--- config.mk ---
export PLATFORM = sky130hd
export DESIGN_NAME = oled_cmd_receiver
export DESIGN_NICKNAME = d
export VERILOG_FILES = /design/src/rtl/oled_cmd_receiver.sv
export SDC_FILE = /design/constraint.sdc
export NUM_CORES = 1
export LEC_CHECK = 0
export ABC_AREA = 1
export CAP_MARGIN = 15
export CORE_ASPECT_RATIO = 1.2
export CORE_UTILIZATION = 29
export CTS_CLUSTER_DIAMETER = 30
export CTS_CLUSTER_SIZE = 8
export DETAILED_ROUTE_END_ITERATION = 16
export PLACE_DENSITY = 0.54
export SLEW_MARGIN = 20
export SYNTH_ARGS = -nofsm -noshare
export SYNTH_HDL_FRONTEND = slang
export SYNTH_SLANG_ARGS = --single-unit
--- constraint.sdc ---
create_clock -name clk -period 2.1 [get_ports clk]
set_clock_uncertainty 0.15 [all_clocks]
set_input_delay 0.42 -clock clk [delete_from_list [all_inputs] [get_ports clk]]
set_output_delay 0.42 -clock clk [all_outputs]
set_load 0.005 [all_outputs]
--- src/rtl/oled_cmd_receiver.sv ---
// SPI command/data receiver for an OLED controller: synchronizes pad inputs, assembles bytes and decodes configuration commands.
// Optional sdout echo of the previously completed byte is enabled by defining OLED_CMD_RX_ECHO_EN.
module oled_cmd_receiver #(
    parameter int SYNC_STAGES = 2
) (
    input  logic       clk,
    input  logic       rst_n,
    input  logic       cs_n,
    input  logic       sclk,
    input  logic       sdin,
    input  logic       dc,
    input  logic       res_n,
    output logic       sdout,
    output logic       disp_on,
    output logic       charge_pump_en,
    output logic [5:0] mux_ratio,
    output logic [5:0] disp_offset,
    output logic [5:0] start_line,
    output logic [1:0] addr_mode,
    output logic [7:0] data_byte,
    output logic       data_valid,
    output logic [7:0] cmd_byte,
    output logic       cmd_valid,
    output logic       cmd_err
);

    typedef enum logic {IDLE, PARAM} state_t;

    logic [SYNC_STAGES-1:0] cs_sync, sclk_sync, sdin_sync, dc_sync, res_sync;
    logic cs_s, sclk_s, sdin_s, dc_s, res_s;
    logic sclk_d, sclk_rise, byte_done;
    logic [2:0] bit_cnt;
    logic [6:0] shift;
    logic [7:0] rx_byte;

    state_t     state, state_nxt;
    logic [7:0] opcode, opcode_nxt;
    logic       disp_on_nxt, cp_nxt;
    logic [5:0] mux_nxt, offset_nxt, line_nxt;
    logic [1:0] mode_nxt;
    logic [7:0] data_nxt, cmd_nxt;
    logic       dv_nxt, cv_nxt, ce_nxt;

    // Pad synchronizers; idle levels keep cs_n/sclk/res_n deasserted-high.
    always_ff @(posedge clk or negedge rst_n) begin
        if (!rst_n) begin
            cs_sync   <= '1;
            sclk_sync <= '1;
            res_sync  <= '1;
            sdin_sync <= '0;
            dc_sync   <= '0;
            sclk_d    <= 1'b1;
        end else begin
            cs_sync   <= {cs_sync[SYNC_STAGES-2:0], cs_n};
            sclk_sync <= {sclk_sync[SYNC_STAGES-2:0], sclk};
            res_sync  <= {res_sync[SYNC_STAGES-2:0], res_n};
            sdin_sync <= {sdin_sync[SYNC_STAGES-2:0], sdin};
            dc_sync   <= {dc_sync[SYNC_STAGES-2:0], dc};
            sclk_d    <= sclk_s;
        end
    end

    assign cs_s      = cs_sync[SYNC_STAGES-1];
    assign sclk_s    = sclk_sync[SYNC_STAGES-1];
    assign sdin_s    = sdin_sync[SYNC_STAGES-1];
    assign dc_s      = dc_sync[SYNC_STAGES-1];
    assign res_s     = res_sync[SYNC_STAGES-1];
    assign sclk_rise = sclk_s & ~sclk_d & ~cs_s;
    assign byte_done = sclk_rise && (bit_cnt == 3'd7);
    assign rx_byte   = {shift, sdin_s};

    always_ff @(posedge clk or negedge rst_n) begin
        if (!rst_n) begin
            bit_cnt <= 3'd0;
            shift   <= 7'd0;
        end else if (!res_s || cs_s) begin
            bit_cnt <= 3'd0;
        end else if (sclk_rise) begin
            bit_cnt <= bit_cnt + 3'd1;
            shift   <= {shift[5:0], sdin_s};
        end
    end

    always_ff @(posedge clk or negedge rst_n) begin
        if (!rst_n) begin
            state          <= IDLE;
            opcode         <= 8'h00;
            disp_on        <= 1'b0;
            charge_pump_en <= 1'b0;
            mux_ratio      <= 6'd63;
            disp_offset    <= 6'd0;
            start_line     <= 6'd0;
            addr_mode      <= 2'd2;
            data_byte      <= 8'h00;
            cmd_byte       <= 8'h00;
            data_valid     <= 1'b0;
            cmd_valid      <= 1'b0;
            cmd_err        <= 1'b0;
        end else begin
            state          <= state_nxt;
            opcode         <= opcode_nxt;
            disp_on        <= disp_on_nxt;
            charge_pump_en <= cp_nxt;
            mux_ratio      <= mux_nxt;
            disp_offset    <= offset_nxt;
            start_line     <= line_nxt;
            addr_mode      <= mode_nxt;
            data_byte      <= data_nxt;
            cmd_byte       <= cmd_nxt;
            data_valid     <= dv_nxt;
            cmd_valid      <= cv_nxt;
            cmd_err        <= ce_nxt;
        end
    end

    always_comb begin
        state_nxt   = state;
        opcode_nxt  = opcode;
        disp_on_nxt = disp_on;
        cp_nxt      = charge_pump_en;
        mux_nxt     = mux_ratio;
        offset_nxt  = disp_offset;
        line_nxt    = start_line;
        mode_nxt    = addr_mode;
        data_nxt    = data_byte;
        cmd_nxt     = cmd_byte;
        dv_nxt      = 1'b0;
        cv_nxt      = 1'b0;
        ce_nxt      = 1'b0;
        if (byte_done && dc_s) begin
            data_nxt = rx_byte;
            dv_nxt   = 1'b1;
        end else if (byte_done) begin
            cmd_nxt = rx_byte;
            cv_nxt  = 1'b1;
            case (state)
                IDLE: begin
                    if (rx_byte == 8'hAE) begin
                        disp_on_nxt = 1'b0;
                    end else if (rx_byte == 8'hAF) begin
                        disp_on_nxt = 1'b1;
                    end else if (rx_byte[7:6] == 2'b01) begin
                        line_nxt = rx_byte[5:0];
                    end else if (rx_byte == 8'hA8 || rx_byte == 8'hD3 ||
                                 rx_byte == 8'h8D || rx_byte == 8'h20) begin
                        opcode_nxt = rx_byte;
                        state_nxt  = PARAM;
                    end else begin
                        cv_nxt = 1'b0;
                        ce_nxt = 1'b1;
                    end
                end
                PARAM: begin
                    state_nxt = IDLE;
                    case (opcode)
                        8'hA8: begin
                            if (rx_byte[5:0] >= 6'd15) mux_nxt = rx_byte[5:0];
                            else begin
                                cv_nxt = 1'b0;
                                ce_nxt = 1'b1;
                            end
                        end
                        8'hD3: offset_nxt = rx_byte[5:0];
                        8'h8D: cp_nxt = rx_byte[2];
                        default: begin
                            if (rx_byte[1:0] != 2'd3) mode_nxt = rx_byte[1:0];
                            else begin
                                cv_nxt = 1'b0;
                                ce_nxt = 1'b1;
                            end
                        end
                    endcase
                end
                default: state_nxt = IDLE;
            endcase
        end
        // OLED reset pin wins over any byte completing in the same cycle.
        if (!res_s) begin
            state_nxt   = IDLE;
            opcode_nxt  = 8'h00;
            disp_on_nxt = 1'b0;
            cp_nxt      = 1'b0;
            mux_nxt     = 6'd63;
            offset_nxt  = 6'd0;
            line_nxt    = 6'd0;
            mode_nxt    = 2'd2;
            data_nxt    = 8'h00;
            cmd_nxt     = 8'h00;
            dv_nxt      = 1'b0;
            cv_nxt      = 1'b0;
            ce_nxt      = 1'b0;
        end
    end

`ifdef OLED_CMD_RX_ECHO_EN
    logic       cs_d, cs_fall, sclk_fall;
    logic [7:0] last_byte, echo_sh;

    assign cs_fall   = ~cs_s & cs_d;
    assign sclk_fall = ~sclk_s & sclk_d & ~cs_s;

    // Reload at each byte boundary so back-to-back bytes in one frame echo correctly.
    always_ff @(posedge clk or negedge rst_n) begin
        if (!rst_n) begin
            cs_d      <= 1'b1;
            last_byte <= 8'h00;
            echo_sh   <= 8'h00;
        end else begin
            cs_d <= cs_s;
            if (!res_s) begin
                last_byte <= 8'h00;
                echo_sh   <= 8'h00;
            end else begin
                if (byte_done) last_byte <= rx_byte;
                if (cs_fall) echo_sh <= last_byte;
                else if (sclk_fall) echo_sh <= (bit_cnt == 3'd0) ? last_byte : {echo_sh[6:0], 1'b0};
            end
        end
    end

    assign sdout = echo_sh[7];
`else
    assign sdout = 1'b0;
`endif

endmodule

==> results of run 1 <==
placed cells by master, fill, tap and decap left out:
cell type	n
inv_1	28
nor2_8	1
nor2_2	1
o21ai_1	8
o22ai_1	1
o21ai_2	6
ha_1	2
buf_2	1
xnor2_1	1
o21ai_0	28
nand4_4	1
clkbuf_16	10
nand3_2	7
dfstp_2	14
nor2_4	1
clkbuf_1	2
clkinv_2	3
clkbuf_8	1
and2_1	1
inv_2	4
nor3_1	3
dlygate4sd3_1	1
nor2_1	25
buf_12	1
a32o_1	2
nand2_4	1
dfrtp_1	57
buf_4	4
conb_1	1
a21oi_1	3
nand3_1	43
nand2_1	86
clkdlybuf4s50_1	46
nand4_1	7
nor3_2	1
timing repair:
item                                   CTS  global route
endpoints found under the hold margin   57             0
hold buffers                             1             0
setup buffers                            0             0
gates resized for setup                  0             0
registers in the layout, summed over array words and instances (netlist names), 3 cells and up:
| register | flops |
|---|---|
| bit_cnt | 3 |
| mux_ratio | 6 |
| cmd_byte | 8 |
| opcode | 8 |
| shift | 7 |
| disp_offset | 6 |
| data_byte | 8 |
| start_line | 6 |
layer usage:
metal	routed length, microns	share of wire
met5	0	0
met4	171	0.023
met3	320	0.043
met2	3512	0.48
met1	3373	0.46
report_power, final:
part	leakage, nW	switching [W]	internal (W)	total [W]
Clock	0.145	0.000555	0.000898	0.00145
Combinational	0.786	0.000187	0.000111	0.000298
Sequential	0.926	0.0000750	0.00143	0.00151
worst max-delay path, cell delays in order (launching register included):
cell and delay, ps:
dfrtp_1 360, ha_1 170, ha_1 230, nand4_4 200
nor2_8 200, nand3_2 310, nand3_1 200, o21ai_2 60
through the flow:
step                      hold slack, ps  instances
after floorplan                   -25.59        346
after global placement             182.7        514
after detailed placement           190.9        514
after CTS                          202.8        531
after global routing               207.6        531
final                              200.3        531
cells by family after synthesis:
| group | share of synthesized area |
|---|---|
| other | 0.001194 |
| and+or+nand+nor | 0.2697 |
| xor gates and xnor gates | 0.002789 |
| buffers and inverters | 0.05976 |
| DFF | 0.5713 |
| AOI/OAI and AO/OA | 0.08725 |
| adders and majority gates | 0.007967 |
worst max path at each step:
stage,from,end,slack (ps),cells past startpoint
after detailed placement,bit_cnt[0]$_DFFE_PN0P_,start_line[0]$_DFFE_PN0P_,110,7
after global placement,bit_cnt[0]$_DFFE_PN0P_,start_line[0]$_DFFE_PN0P_,190,7
after CTS,bit_cnt[0]$_DFFE_PN0P_,start_line[0]$_DFFE_PN0P_,100,7
after floorplan,bit_cnt[0]$_DFFE_PN0P_,start_line[2]$_DFFE_PN0P_,410,8
after global routing,bit_cnt[0]$_DFFE_PN0P_,start_line[1]$_DFFE_PN0P_,1,7
final,bit_cnt[0]$_DFFE_PN0P_,start_line[0]$_DFFE_PN0P_,100,7
cell type report:
cell class / instances / share of cell area
Multi-Input combinational cell: 230 / 0.2863
Inverter: 32 / 0.02968
Clock buffer: 13 / 0.06710
Sequential cell: 71 / 0.4434
Tap cell: 129 / 0.03989
Clock inverter: 3 / 0.003711
Timing Repair Buffer: 53 / 0.1299
==> results.yml, run 1 <==
routing:
  dr_total_vias: 2495
  drc: 0
  totalWireLength_microns: 7377
  avgRoutedWirePerCell_microns: 13.89
  first_pass_iters: 4
  drtAntennaViolNets: 0
  vias_per_cell: 4.699
  drt-initial-drc-count: 111
global_routing:
  grt_pass1_vias: 2414
  grt_max_degree: 72
  overflow: 0
  track_usage: 0.1409
  grt_pass1_wl_microns: 12300
  grt_use_met1: 0.1762
  grtUsageMet3: 0.03559
  grt_use_met2: 0.2319
  busiest_layer: "met2"
  antenna_found_initial: 0
layout:
  final_core_util: 0.3848
  regArea_sq_um: 1794
  drive_above_1_share: 0.1418
  n_fill_cell: 1074
  final_nets: 406
  antenna_cells: 0
  area_growth_pct: 28.84
  stdcell_area_sq_um: 4046
  multiInputGateArea_sq_um: 1159
worst_hold_path:
  min-delay-start: "dc_sync[0]$_DFF_PN0_"
  hold_class: "register to register"
  min_to: "dc_sync[1]$_DFF_PN0_"
  hold_depth: 0
yosys:
  synth_fp_nets: 355
  synth_most_common_cell: "nand2_1"
  ys_types: 31
  synth.top_cells.by_area: "dfrtp_1 45%, dfstp_2 12%, nand2_1 10%"
  yosys.area.top_type_share: 0.4542
  synthTopCellsByCount: "86 x nand2_1, 57 x dfrtp_1, 43 x nand3_1, 28 x inv_1, 28 x o21ai_0"
  synth-main-ff-cell: "dfrtp_1"
  netlist_area_sq_um: 3141
  yosysTopAreaCell: "dfrtp_1"
  syn_area_per_cell_sq_um: 9.077
  ys_seq_area_frac: 0.5713
  synth-edff-count: 0
  synthArstFlopShare: 1.000
  synth-warning-count: 0
  ys_ff_latch: 71
  synth_cells: 346
sta:
  setup_ws_ps: 104.0
  finalHoldViolCount: 0
  tns_ps: 0
  slew_viol_final: 0
  setup-violations-final: 0
  grt_setup_unrepaired: "no"
  min_period_ps: 1996
  fmax_mhz: 501.0
  fin_crit_sh: 0.9505
pwr:
  leakagePower_nw: 1.856
  total_power_w: 0.003259
  vdd_drop_max_mv: 0.3954
  power.density_nw_per_um2: 805.3
die:
  die_y_microns: 116.0
  core_sq_um: 10520
  die-area_sq_um: 11250
  die_x_microns: 97.00
  start_util: 0.2986
  rows: 41
  io_pins: 49
worst_setup_path:
  worst-path-max-fanout: 12
  r2r_end: "start_line[0]$_DFFE_PN0P_"
  r2r_setup_slack_ps: 100
  r2r-start: "bit_cnt[0]$_DFFE_PN0P_"
  worstPathRequired_ps: 2160
  endpoint_kind: "register"
  crit_type: "register to register"
  cp.arrival_ps: 2050
  reg2regPathDepth: 7
  crit_path_start_kind: "register"
cts:
  clk_latency_ps: 330
  clockBufferDepth: 2
  htreeDepth: 3
  root_buffer: "clkbuf_16"
  cts-buffers-inserted: 9
  cts_tree: "done"
  path_clk_slew_ps: 50
  clock_sinks: 71
place:
  pre_cts_ws_ps: 109.6
  dp_hpwl_microns: 5173
  gp_congestion: 0.8312
  dpl-instance-area_sq_um: 3750
  io_buffers: 47
run_status:
  outcome: "complete, no violations"
run:
  drv_cap: 0
Note: power is estimated with default switching activity, not from simulation.
==> run 2: changes to the inputs <==
Settings changed: CTS_CLUSTER_DIAMETER 30 to 60.
Clock period 2.1 ns to 1.86 ns, I/O delays scaled along.
==> run 2 against run 1 <==
  * Clock-buffer cell count is 2 higher
  * Die area stayed put
  * Register-to-register slack hardly changed
  * Worst setup slack better by 1.6 ps
  * Power is 12% higher
  * Routed wire length is 1.8% lower
  * Core utilization is 0.64 points higher
  * Critical path type unchanged
  * Largest power group unchanged
  * Highest routed layer unchanged
==> results.yml, run 2 (synthesized netlist as in run 1, its figures left out) <==
run_status:
  outcome: "complete, no violations"
sta:
  grt_setup_unrepaired: "yes"
  slew_viol_final: 0
  setup-violations-final: 0
  hold_ws_ps: 196.8
  finalHoldViolCount: 0
  fin_crit_sh: 0.9432
  min_period_ps: 1754
  fmax_mhz: 570.0
  setup_ws_ps: 105.6
pwr:
  p_int_w: 0.002735
  leakagePower_nw: 1.873
  switching_share: 0.2476
  p_comb_frac: 0.102
  clkPwrFrac: 0.432
  power.density_nw_per_um2: 883.6
  p_seq_frac: 0.467
  p_sw_w: 0.0009000
  vdd_drop_max_mv: 0.4002
worst_setup_path:
  crit_type: "register to register"
  crit_chain: "ha_1 -> ha_2 -> nand4_4 -> nor2_8 -> nand3_2 -> buf_6 -> nand3_1 -> o21ai_2"
  max_stage_delay_ps: 360
  worst-path-max-fanout: 12
  cp_slowest_cell: "dfrtp_1"
  worstPathRequired_ps: 1920
  cp.arrival_ps: 1810
  endpoint_kind: "register"
  reg2regPathDepth: 8
  crit_path_start_kind: "register"
layout:
  antenna_cells: 0
  final_cell_mix: "85 x nand2_1, 56 x dfrtp_1, 43 x nand3_1"
  final_nets: 415
  layout_commonest_cell: "nand2_1"
  final_core_util: 0.3912
  reg_top3: "cmd_byte x8, data_byte x8, opcode x8"
  drive_above_1_share: 0.1630
  area_growth_pct: 31.00
global_routing:
  track_usage: 0.1385
  overflow: 0
  grt_pass1_vias: 2456
  grt_max_degree: 72
  grt_pass1_wl_microns: 12210
  antenna_found_initial: 0
die:
  die_y_microns: 116.0
  io_pins: 49
  start_util: 0.2986
  rows: 41
  die_x_microns: 97.00
  core_sq_um: 10520
  die-area_sq_um: 11250
cts:
  cts_tree: "done"
  cts-buffers-inserted: 9
  clk_latency_ps: 330
  root_buffer: "clkbuf_16"
  clockBufferDepth: 2
  path_clk_slew_ps: 50
  htreeDepth: 3
  clock_sinks: 71
routing:
  totalWireLength_microns: 7244
  drtAntennaViolNets: 0
  drt-initial-drc-count: 113
  drc: 0
  dr_total_vias: 2534
  avgRoutedWirePerCell_microns: 13.41
  first_pass_iters: 4
  vias_per_cell: 4.693
worst_hold_path:
  hold_class: "register to register"
  hold_depth: 0
place:
  pre_cts_ws_ps: 15.34
  dp_hpwl_microns: 5203
  io_buffers: 47
  gp_congestion: 0.8510
run:
  drv_cap: 0
==> run 2: path summary, 6_finish.rpt <==
check / startpoint / end / slack [ps]
min in group asynchronous: rst_n / sdin_sync[0]$_DFF_PN0_ / 430
worst max register to register: bit_cnt[0]$_DFFE_PN0P_ / start_line[0]$_DFFE_PN0P_ / 110
worst max-delay path: bit_cnt[0]$_DFFE_PN0P_ / start_line[0]$_DFFE_PN0P_ / 110
max in group asynchronous: rst_n / addr_mode[1]$_DFFE_PN1P_ / 780
worst min register to register: dc_sync[0]$_DFF_PN0_ / dc_sync[1]$_DFF_PN0_ / 200
worst min-delay path: dc_sync[0]$_DFF_PN0_ / dc_sync[1]$_DFF_PN0_ / 200
==> run 2: through the flow <==
stage / setup TNS [ps] / instances / area (sq um) / power, W
floorplan: 0 / 346 / 3141 / 0.001893
global placement: 0 / 519 / 3787 / 0.002084
detailed placement: 0 / 519 / 3787 / 0.002090
CTS: 0 / 536 / 4061 / 0.003683
global route: -7.249 / 540 / 4114 / 0.003821
finish: 0 / 540 / 4114 / 0.003635
==> run 2: metal layers <==
| layer | wire [microns] | track usage |
|---|---|---|
| met1 | 3354 | 0.1720 |
| met2 | 3358 | 0.2225 |
| met3 | 357 | 0.03800 |
| met4 | 174 | 0.07164 |
| met5 | 0 | 0 |
==> run 2: what timing repair did <==
item                                    4_1_cts  5_1_grt
hold buffers                                  1        0
endpoints found under the setup margin        7       26
resized for setup                             7        6
pin swaps                                     0        4
hold endpoints to repair                     57        0
buffers inserted                              0        4
==> run 2: final cells by class <==
type | instances | area, sq um
fillers | 1074 | 6402
flip-flops and latches | 71 | 1795
multi-input cells | 230 | 1176
repair buffers | 62 | 588.1
clock buffers | 15 | 267.8
well taps | 129 | 161.4
inverters | 32 | 120.1
clock inverters | 1 | 5.005
==> run 2: worst max-delay path, delay by kind of cell (launching register included) <==
family	cells	cell delay [ps]
simple gates	4	550
buf+inv	1	170
fa+ha+maj	2	360
compound gates	1	60
flops	1	360
==> run 2: power by group through the flow <==
| stage | logic (W) | registers [W] | clock network, W |
|---|---|---|---|
| 2_1_floorplan | 0.000201 | 0.00169 | 0 |
| 3_3_place_gp | 0.000367 | 0.00172 | 0 |
| 3_5_place_dp | 0.000372 | 0.00172 | 0 |
| 4_1_cts | 0.000373 | 0.00169 | 0.00162 |
| 5_1_grt | 0.000420 | 0.00171 | 0.00170 |
| 6_report | 0.000370 | 0.00170 | 0.00157 |
==> run 3: changes to the inputs <==
Settings changed: GPL_TIMING_DRIVEN set to 1.
==> results of run 3 <==
The final DEF is identical to that of run 2; final timing and power are the same.
